File: src/rtl/hsm_cipher_core.sv
// Command-driven Feistel cipher engine with a 4-slot key store.
// HSM_CIPHER_IRQ_EN enables a registered done|err interrupt level.
module hsm_cipher_core #(
   parameter int NUM_ROUNDS = 8
) (
   input  logic        S_AXI_ACLK,
   input  logic        S_AXI_ARESETN,
   input  logic        cmd_valid,
   input  logic [3:0]  cmd_op,
   input  logic [1:0]  cmd_key_sel,
   input  logic [31:0] din,
   output logic        cmd_ready,
   output logic [31:0] dout,
   output logic [31:0] status,
   output logic        irq
);

   typedef enum logic [1:0] {S_IDLE, S_ROUND, S_ZERO} state_t;

   localparam logic [4:0] LP_NR = 5'(NUM_ROUNDS);

   state_t      r_state, w_state_nxt;
   logic [31:0] r_key [4];
   logic [31:0] w_key_nxt [4];
   logic [3:0]  r_kv, w_kv_nxt;
   logic [15:0] r_l, w_l_nxt;
   logic [15:0] r_r, w_r_nxt;
   logic [1:0]  r_sel, w_sel_nxt;
   logic        r_dec, w_dec_nxt;
   logic [4:0]  r_cnt, w_cnt_nxt;
   logic [31:0] r_dout, w_dout_nxt;
   logic        r_busy, w_busy_nxt;
   logic        r_done, w_done_nxt;
   logic        r_err, w_err_nxt;
   logic        r_ovr, w_ovr_nxt;
   logic [15:0] r_opcnt, w_opcnt_nxt;
   logic        r_irq, w_irq_nxt;

   logic [4:0]  w_ridx;
   logic [31:0] w_key;
   logic [15:0] w_rk;
   logic [15:0] w_x;
   logic [15:0] w_f;
   logic [15:0] w_l_rnd;
   logic [15:0] w_r_rnd;

   // Decryption walks the round indices backwards over the same counter
   assign w_ridx = r_dec ? (LP_NR - 5'd1 - r_cnt) : r_cnt;
   assign w_key  = r_key[r_sel];
   assign w_rk   = w_ridx[0] ? w_key[31:16] : w_key[15:0];
   assign w_x    = r_dec ? r_l : r_r;
   assign w_f    = {w_x[12:0], w_x[15:13]} + (w_rk ^ {11'd0, w_ridx});

   always_comb begin
      w_l_rnd = r_r;
      w_r_rnd = r_l ^ w_f;
      if (r_dec) begin
         w_l_rnd = r_r ^ w_f;
         w_r_rnd = r_l;
      end
   end

   always_comb begin
      w_state_nxt = r_state;
      w_key_nxt   = r_key;
      w_kv_nxt    = r_kv;
      w_l_nxt     = r_l;
      w_r_nxt     = r_r;
      w_sel_nxt   = r_sel;
      w_dec_nxt   = r_dec;
      w_cnt_nxt   = r_cnt;
      w_dout_nxt  = r_dout;
      w_busy_nxt  = r_busy;
      w_done_nxt  = r_done;
      w_err_nxt   = r_err;
      w_ovr_nxt   = r_ovr;
      w_opcnt_nxt = r_opcnt;
      unique case (r_state)
         S_IDLE: begin
            if (cmd_valid) begin
               w_done_nxt = 1'b0;
               w_err_nxt  = 1'b0;
               w_ovr_nxt  = 1'b0;
               case (cmd_op)
                  4'd0: ;
                  4'd1: begin
                     w_key_nxt[cmd_key_sel] = din;
                     w_kv_nxt[cmd_key_sel]  = 1'b1;
                     w_done_nxt  = 1'b1;
                     w_opcnt_nxt = r_opcnt + 16'd1;
                  end
                  4'd2, 4'd3: begin
                     if (r_kv[cmd_key_sel]) begin
                        w_l_nxt     = din[31:16];
                        w_r_nxt     = din[15:0];
                        w_sel_nxt   = cmd_key_sel;
                        w_dec_nxt   = cmd_op[0];
                        w_cnt_nxt   = 5'd0;
                        w_busy_nxt  = 1'b1;
                        w_state_nxt = S_ROUND;
                     end else begin
                        w_err_nxt = 1'b1;
                     end
                  end
                  4'd4: begin
                     w_cnt_nxt   = 5'd0;
                     w_busy_nxt  = 1'b1;
                     w_state_nxt = S_ZERO;
                  end
                  default: w_err_nxt = 1'b1;
               endcase
            end
         end
         S_ROUND: begin
            if (cmd_valid) w_ovr_nxt = 1'b1;
            if (r_cnt != LP_NR) begin
               w_l_nxt   = w_l_rnd;
               w_r_nxt   = w_r_rnd;
               w_cnt_nxt = r_cnt + 5'd1;
               if (r_cnt == LP_NR - 5'd1) w_busy_nxt = 1'b0;
            end else begin
               w_dout_nxt  = {r_l, r_r};
               w_done_nxt  = 1'b1;
               w_opcnt_nxt = r_opcnt + 16'd1;
               w_state_nxt = S_IDLE;
            end
         end
         S_ZERO: begin
            if (cmd_valid) w_ovr_nxt = 1'b1;
            if (r_cnt != 5'd4) begin
               w_key_nxt[r_cnt[1:0]] = 32'd0;
               w_kv_nxt[r_cnt[1:0]]  = 1'b0;
               w_cnt_nxt = r_cnt + 5'd1;
               if (r_cnt == 5'd3) w_busy_nxt = 1'b0;
            end else begin
               w_done_nxt  = 1'b1;
               w_opcnt_nxt = r_opcnt + 16'd1;
               w_state_nxt = S_IDLE;
            end
         end
         default: w_state_nxt = S_IDLE;
      endcase
`ifdef HSM_CIPHER_IRQ_EN
      w_irq_nxt = w_done_nxt | w_err_nxt;
`else
      w_irq_nxt = 1'b0;
`endif
   end

   always_ff @(posedge S_AXI_ACLK or negedge S_AXI_ARESETN) begin
      if (!S_AXI_ARESETN) begin
         r_state <= S_IDLE;
         for (int i = 0; i < 4; i++) r_key[i] <= 32'd0;
         r_kv    <= 4'd0;
         r_l     <= 16'd0;
         r_r     <= 16'd0;
         r_sel   <= 2'd0;
         r_dec   <= 1'b0;
         r_cnt   <= 5'd0;
         r_dout  <= 32'd0;
         r_busy  <= 1'b0;
         r_done  <= 1'b0;
         r_err   <= 1'b0;
         r_ovr   <= 1'b0;
         r_opcnt <= 16'd0;
         r_irq   <= 1'b0;
      end else begin
         r_state <= w_state_nxt;
         for (int i = 0; i < 4; i++) r_key[i] <= w_key_nxt[i];
         r_kv    <= w_kv_nxt;
         r_l     <= w_l_nxt;
         r_r     <= w_r_nxt;
         r_sel   <= w_sel_nxt;
         r_dec   <= w_dec_nxt;
         r_cnt   <= w_cnt_nxt;
         r_dout  <= w_dout_nxt;
         r_busy  <= w_busy_nxt;
         r_done  <= w_done_nxt;
         r_err   <= w_err_nxt;
         r_ovr   <= w_ovr_nxt;
         r_opcnt <= w_opcnt_nxt;
         r_irq   <= w_irq_nxt;
      end
   end

   assign cmd_ready = (r_state == S_IDLE);
   assign dout      = r_dout;
   assign status    = {r_opcnt, 8'd0, r_kv, r_ovr, r_err, r_done, r_busy};
   assign irq       = r_irq;

endmodule

File: config.mk
export PLATFORM = sky130hd
export DESIGN_NAME = hsm_cipher_core
export DESIGN_NICKNAME = d
export VERILOG_FILES = /design/src/rtl/hsm_cipher_core.sv
export SDC_FILE = /design/constraint.sdc
export NUM_CORES = 1
export LEC_CHECK = 0
export CORE_MARGIN = 2
export CORE_UTILIZATION = 58
export CTS_CLUSTER_DIAMETER = 60
export DETAILED_ROUTE_END_ITERATION = 7
export PLACE_DENSITY = 0.91
export SLEW_MARGIN = 20
export SYNTH_ARGS = -nofsm -noshare
export SYNTH_HDL_FRONTEND = slang
export SYNTH_SLANG_ARGS = --single-unit
File: constraint.sdc
create_clock -name S_AXI_ACLK -period 5.55 [get_ports S_AXI_ACLK]
set_input_delay 1.11 -clock S_AXI_ACLK [delete_from_list [all_inputs] [get_ports S_AXI_ACLK]]
set_output_delay 1.11 -clock S_AXI_ACLK [all_outputs]
set_load 0.01 [all_outputs]
### Word-level counts from Yosys, hierarchy flattened

Index checks and enable logic that the tools add are counted.

* reductions and logical operators: 24
* multiply operators: 0
* div/mod/pow operators: 0
* equality and inequality tests: 23
* shift operators: 0
* bitwise gates (word level): 12
* muxes and demuxes: 72
* $lt $le $gt $ge: 9
* add/subtract/negate cells: 4

Operators by type and width (count)
* two-way mux 128 bit: 3
* two-way mux 16 bit: 16
* case mux 128 bit (2 select lines): 1
* bitwise AND 128 bit: 1
* bitwise mux 128 bit: 1
* demux 32 bit (select 2 bit): 2
* two-way mux 32 bit: 4
* NOT 128 bit: 1
* binary-select mux 32 bit (select 2 bit): 1
* case mux 16 bit (2 select lines): 2
* case mux 16 bit (3 select lines): 1
* XOR 16 bit: 2
* two-way mux 5 bit: 5
* adder 16 x 1 -> 16 bit (second input constant): 1
* adder 16 bit: 1
* two-way mux 1 bit: 16
* XOR 16 x 5 -> 16 bit: 1
* case mux 5 bit (3 select lines): 1
* AND reduction 5 bit: 3
* inequality test 2 bit (second input constant): 7
* two-way mux 4 bit: 3
* AND reduction 4 bit: 3
* case mux 5 bit (2 select lines): 1
* greater-or-equal comparator 3 bit (second input constant): 3
* other kinds (41): 64

* bits in latches: 0
* memories: 0
* memory bits (read-only): 0
* output and inout bits: 66
* word-level logic and storage cells: 161
* flip-flop bits (word level): 226
* memory bits (writable): 0

### Logic depth before layout (Yosys ltp)

* depth after elaboration: 11
* gate-level depth with buffers: 14
* gate-level depth less buffers: 12

### Least setup slack after synthesis

OpenSTA, ideal clock, no wires.

* path type: reg-to-reg
* start point: register r_dec
* end point: register r_r[14]
* buffers on the path: 4
* data required time: 5.486 ns
* arrival time: 3.873 ns
* cell stages (with the launch flop): 15
* slack: 1.613 ns
* clock period less this slack: 3.937 ns
* library setup time: 0.064 ns
* cells stage by stage: dfrtp_1 > buf_2 > buf_1 > clkbuf_1 > buf_1 > mux2_2 > ha_1 > fa_1 > a21o_1 > nand4_1 > a21oi_1 > or4_1 > a31o_2 > a31oi_1 > mux2_2

* word-level cells in the longest chain between the ends: 8
* elaborated cells on any way between the ends: 9

RTL lines
* start: declaration: RTL line 29 `logic r_dec, w_dec_nxt;`
* start signal: assignment: RTL line 174 `r_dec <= w_dec_nxt;`
* two-way mux 5 bit: RTL line 48 `assign w_ridx = r_dec ? (LP_NR - 5'd1 - r_cnt) : r_cnt;`
* two-way mux 16 bit: RTL line 50 `assign w_rk = w_ridx[0] ? w_key[31:16] : w_key[15:0];`
* XOR 16 x 5 -> 16 bit: RTL line 52 `assign w_f = {w_x[12:0], w_x[15:13]} + (w_rk ^ {11'd0, w_ridx});`
* adder 16 bit: RTL line 52
* XOR 16 bit: RTL line 56 `w_r_rnd = r_l ^ w_f;`
* two-way mux 16 bit *: RTL line 57 `if (r_dec) begin`
* two-way mux 16 bit *: RTL line 116 `if (r_cnt != LP_NR) begin`
* case mux 16 bit (2 select lines) *: RTL line 78 `unique case (r_state)`
* end signal: assignment: RTL line 172 `r_r <= w_r_nxt;`
* end: declaration: RTL line 27 `logic [15:0] r_r, w_r_nxt;`

Every way passes the cells marked *; elsewhere a longest branch is shown, timed or not. The select of a mux whose other input is x is not followed.
A chain may end at the register's enable or synchronous reset.

### Worst setup path in the final report

* start point: register r_sel[0]
* end point: register r_r[14]

* word-level cells in the longest chain between the ends: 11

RTL lines
* start: declaration: RTL line 28 `logic [1:0] r_sel, w_sel_nxt;`
* start signal: assignment: RTL line 173 `r_sel <= w_sel_nxt;`
* NOT 2 -> 3 bit (not written as such): RTL line 49 `assign w_key = r_key[r_sel];`
* binary-select mux 32 bit (select 2 bit): RTL line 49
* two-way mux 32 bit (not written as such) (2 in series): RTL line 49
* two-way mux 16 bit: RTL line 50
* XOR 16 x 5 -> 16 bit: RTL line 52
* adder 16 bit: RTL line 52
* XOR 16 bit: RTL line 56
* two-way mux 16 bit: RTL line 57
* two-way mux 16 bit: RTL line 116
* case mux 16 bit (2 select lines): RTL line 78

No other way between the ends. The select of a mux whose other input is x is not followed.

==> results.tsv <==
metric	value	unit
Die Width	146	microns
initial antenna violation count	0	
worst slew pin tran	0.933	ns
MaxCap Viol Count	0	
r2r setup slk	1.33	ns
CTS buffer count	23	
most frequent cells after synthesis	226 x dfrtp_1, 129 x a22o_1, 64 x nand2_1	
Slowest Stage Delay on Critical Path	0.95	ns
HP Class	register to register	
core outline area	0.0197	sq mm
startpoint types	register	
crit-path cells	mux4_2, nor2_1, a21oi_1, ha_1, fa_1, a21o_1, nand4_1, a21oi_1, or4_1, a31o_2, a31oi_1, mux2_2	
Crit path depth	12	
Tmin final	4.22	ns
clock slew at reported path FFs	0.06	ns
Residual DRC	0	
CP required	6.00	ns
layout cell share with drive strength beyond 1	0.158	
WHS Path Cells	1	
# IOs	107	
largest net degree at the start of global routing	114	
Final period util	0.761	
RR Startpoint	r_sel[0]	
kind of critical path	register to register	
clock root cell	clkbuf_16	
Synth cell types	68	
final setup fails	0	
Worst path slowest cell	dfrtp_2	
Worst path most repeated cell	a21oi_1	
RSZ-0062 raised after global routing	no	
Overflow after GRT	0	
drt total wl	31100	microns
FFs w/ async S/R, synth	1.00	
synthesized area	0.0117	sq mm
register area share after synthesis	0.483	
worst r2r dst	r_r[14]	
starting DRC count in detailed routing	992	
cell family contributing the most delay on the critical path	flip-flops	
endpoint type of the worst setup path	register	
Clock Tree Buf Depth	3	
yosys warns	0	
synthesized area per cell	11.6	sq um
largest family of logic cells by synthesized area	compound AO/OA/AOI/OAI gates	
# Post-CTS Setup Buffers	0	
Worst Path Arrival	4.67	ns
area delta synth->final	16.7	%
Port-buffer cells	97	
Pleak	6.12	nW
R2R depth	12	
gpl congestion	0.910	
vias in the first global route	8953	
Core Rows	51	
post-DR wirelength/cell	23.0	microns
fillers	1307	
area leader, netlist	dfrtp_1	
Post-Synth Adder-Cell Area	0.0284	
top-count cell post-synth	dfrtp_1	
fmax	0.237	GHz
cts hold-fix bufs	0	
largest cells by area after synthesis	dfrtp_1 48%, a22o_1 9.6%, mux4_2 6.3%	
Compound-Gate Fraction of Synth Area	0.175	
Crit Path Max Fanout	27	
PD cells	513	mW/mm^2
Most used DFF post-synth	dfrtp_1	
via count	9036	
HPWL after DPL	19800	microns
antenna viol nets, final	0	
CTS sink cnt	226	
clock skew	0.0141	ns
VDD IR-drop max	269	uV
Chip Height	146	microns
setup TNS	0	ns
Hold Vio Cnt, Final	0	
relative slew slack	0.378	
DR vias/cell	6.69	
simple-gate share of the synthesized area	0.102	
clk_lat worst skew	0.51	ns
Min-Delay Endpoint	r_opcnt[15]	
mux contribution to synthesized area	0.136	
Layout Nets	1136	
Gates resized, CTS repair	0	
HP Start	r_opcnt[15]	
total power	7.01	mW
H-Tree Depth	1	
GRT Total Usage	0.290	
Yosys reg bits	226	
Yosys top cell area share	0.483	
ANT cells	0	
DIE AREA	0.0213	sq mm
status	finished, final reports clean	
initial core utilization	0.596	
Critical path buffers and inverters	0	
Post-synth EDFFs	0	
post-synthesis instance total	1007	
Max Slew Vio Count	0	
Synth Area in XOR/XNOR	0.0380	
first-pass GRT wire length	49300	microns
DRT Pass-1 Iters	5	
CTS tree	done	
==> metal layers <==
metal	share of wire	GRT usage
met1	0.38	0.397
met4	0.041	0.114
met2	0.48	0.463
met5	0	0
met3	0.097	0.0559
==> sequential cells by signal (all words and copies together) (netlist names) <==
signal	count
r_state	2
r_dec	1
r_ovr	1
r_busy	1
r_cnt	5
r_err	1
r_key	128
r_l	16
r_done	1
r_sel	2
r_r	16
r_opcnt	16
dout	32
r_kv	4
==> cells by family after synthesis <==
kind of cell / count (synthesis)
AO/OA/AOI/OAI: 278
flip-flops: 226
AND/OR/NAND/NOR: 216
multiplexers: 110
buffers and inverters: 100
XOR/XNOR: 50
adder cells (fa/ha/maj): 26
other: 1
==> stage by stage <==
step           setup slack, ns  instances  cell area, sq um  utilization  hold slack, ns
3_3_place_gp              1.48       1309             12800        0.653           0.461
5_1_grt                   1.09       1350             13700        0.695           0.508
2_1_floorplan             1.61       1015             11700            -           0.461
6_report                  1.33       1350             13700        0.695           0.467
3_5_place_dp              1.40       1309             12800        0.653           0.465
4_1_cts                   1.33       1350             13700        0.695           0.474
==> power by group <==
| part | switching, mW | internal, mW | leakage (nW) |
|---|---|---|---|
| Combinational | 1.47 | 1.33 | 2.69 |
| Clock | 0.633 | 1.04 | 0.404 |
| Sequential | 0.441 | 2.10 | 3.03 |
==> how the worst max path moves through the flow <==
stage	startpoint	to	slack (ns)
4_1_cts	r_sel[0]	r_r[14]	1.33
6_report	r_sel[0]	r_r[14]	1.33
3_3_place_gp	r_sel[0]	r_r[14]	1.48
2_1_floorplan	r_dec	r_r[14]	1.61
5_1_grt	r_sel[0]	r_l[15]	1.09
3_5_place_dp	r_sel[0]	r_r[14]	1.40
==> placed cells by master, fill, tap and decap left out, types with 15 or more instances in the layout <==
cell               n
a21oi_1           36
ha_1              24
nor3b_1           16
nand2_1           64
mux2i_1           17
mux2_2            60
mux4_2            33
o21ai_0           50
dfrtp_1          224
nand3_1           27
xnor2_1           29
inv_1             15
nor2_1            29
clkdlybuf4s50_1   96
buf_4             17
xor2_1            20
clkbuf_16         23
a22o_1           129
==> area by class of cell <==
type / instances / area [sq um] / area share
Clock buffer: 35 / 691 / 0.0506
Clock inverter: 6 / 134 / 0.00980
Inverter: 15 / 56.3 / 0.00412
Multi-Input combinational cell: 689 / 5690 / 0.416
Sequential cell: 226 / 5660 / 0.414
Tap cell: 265 / 332 / 0.0243
Timing Repair Buffer: 114 / 1100 / 0.0808
Note: power is estimated with default switching activity, not from simulation.
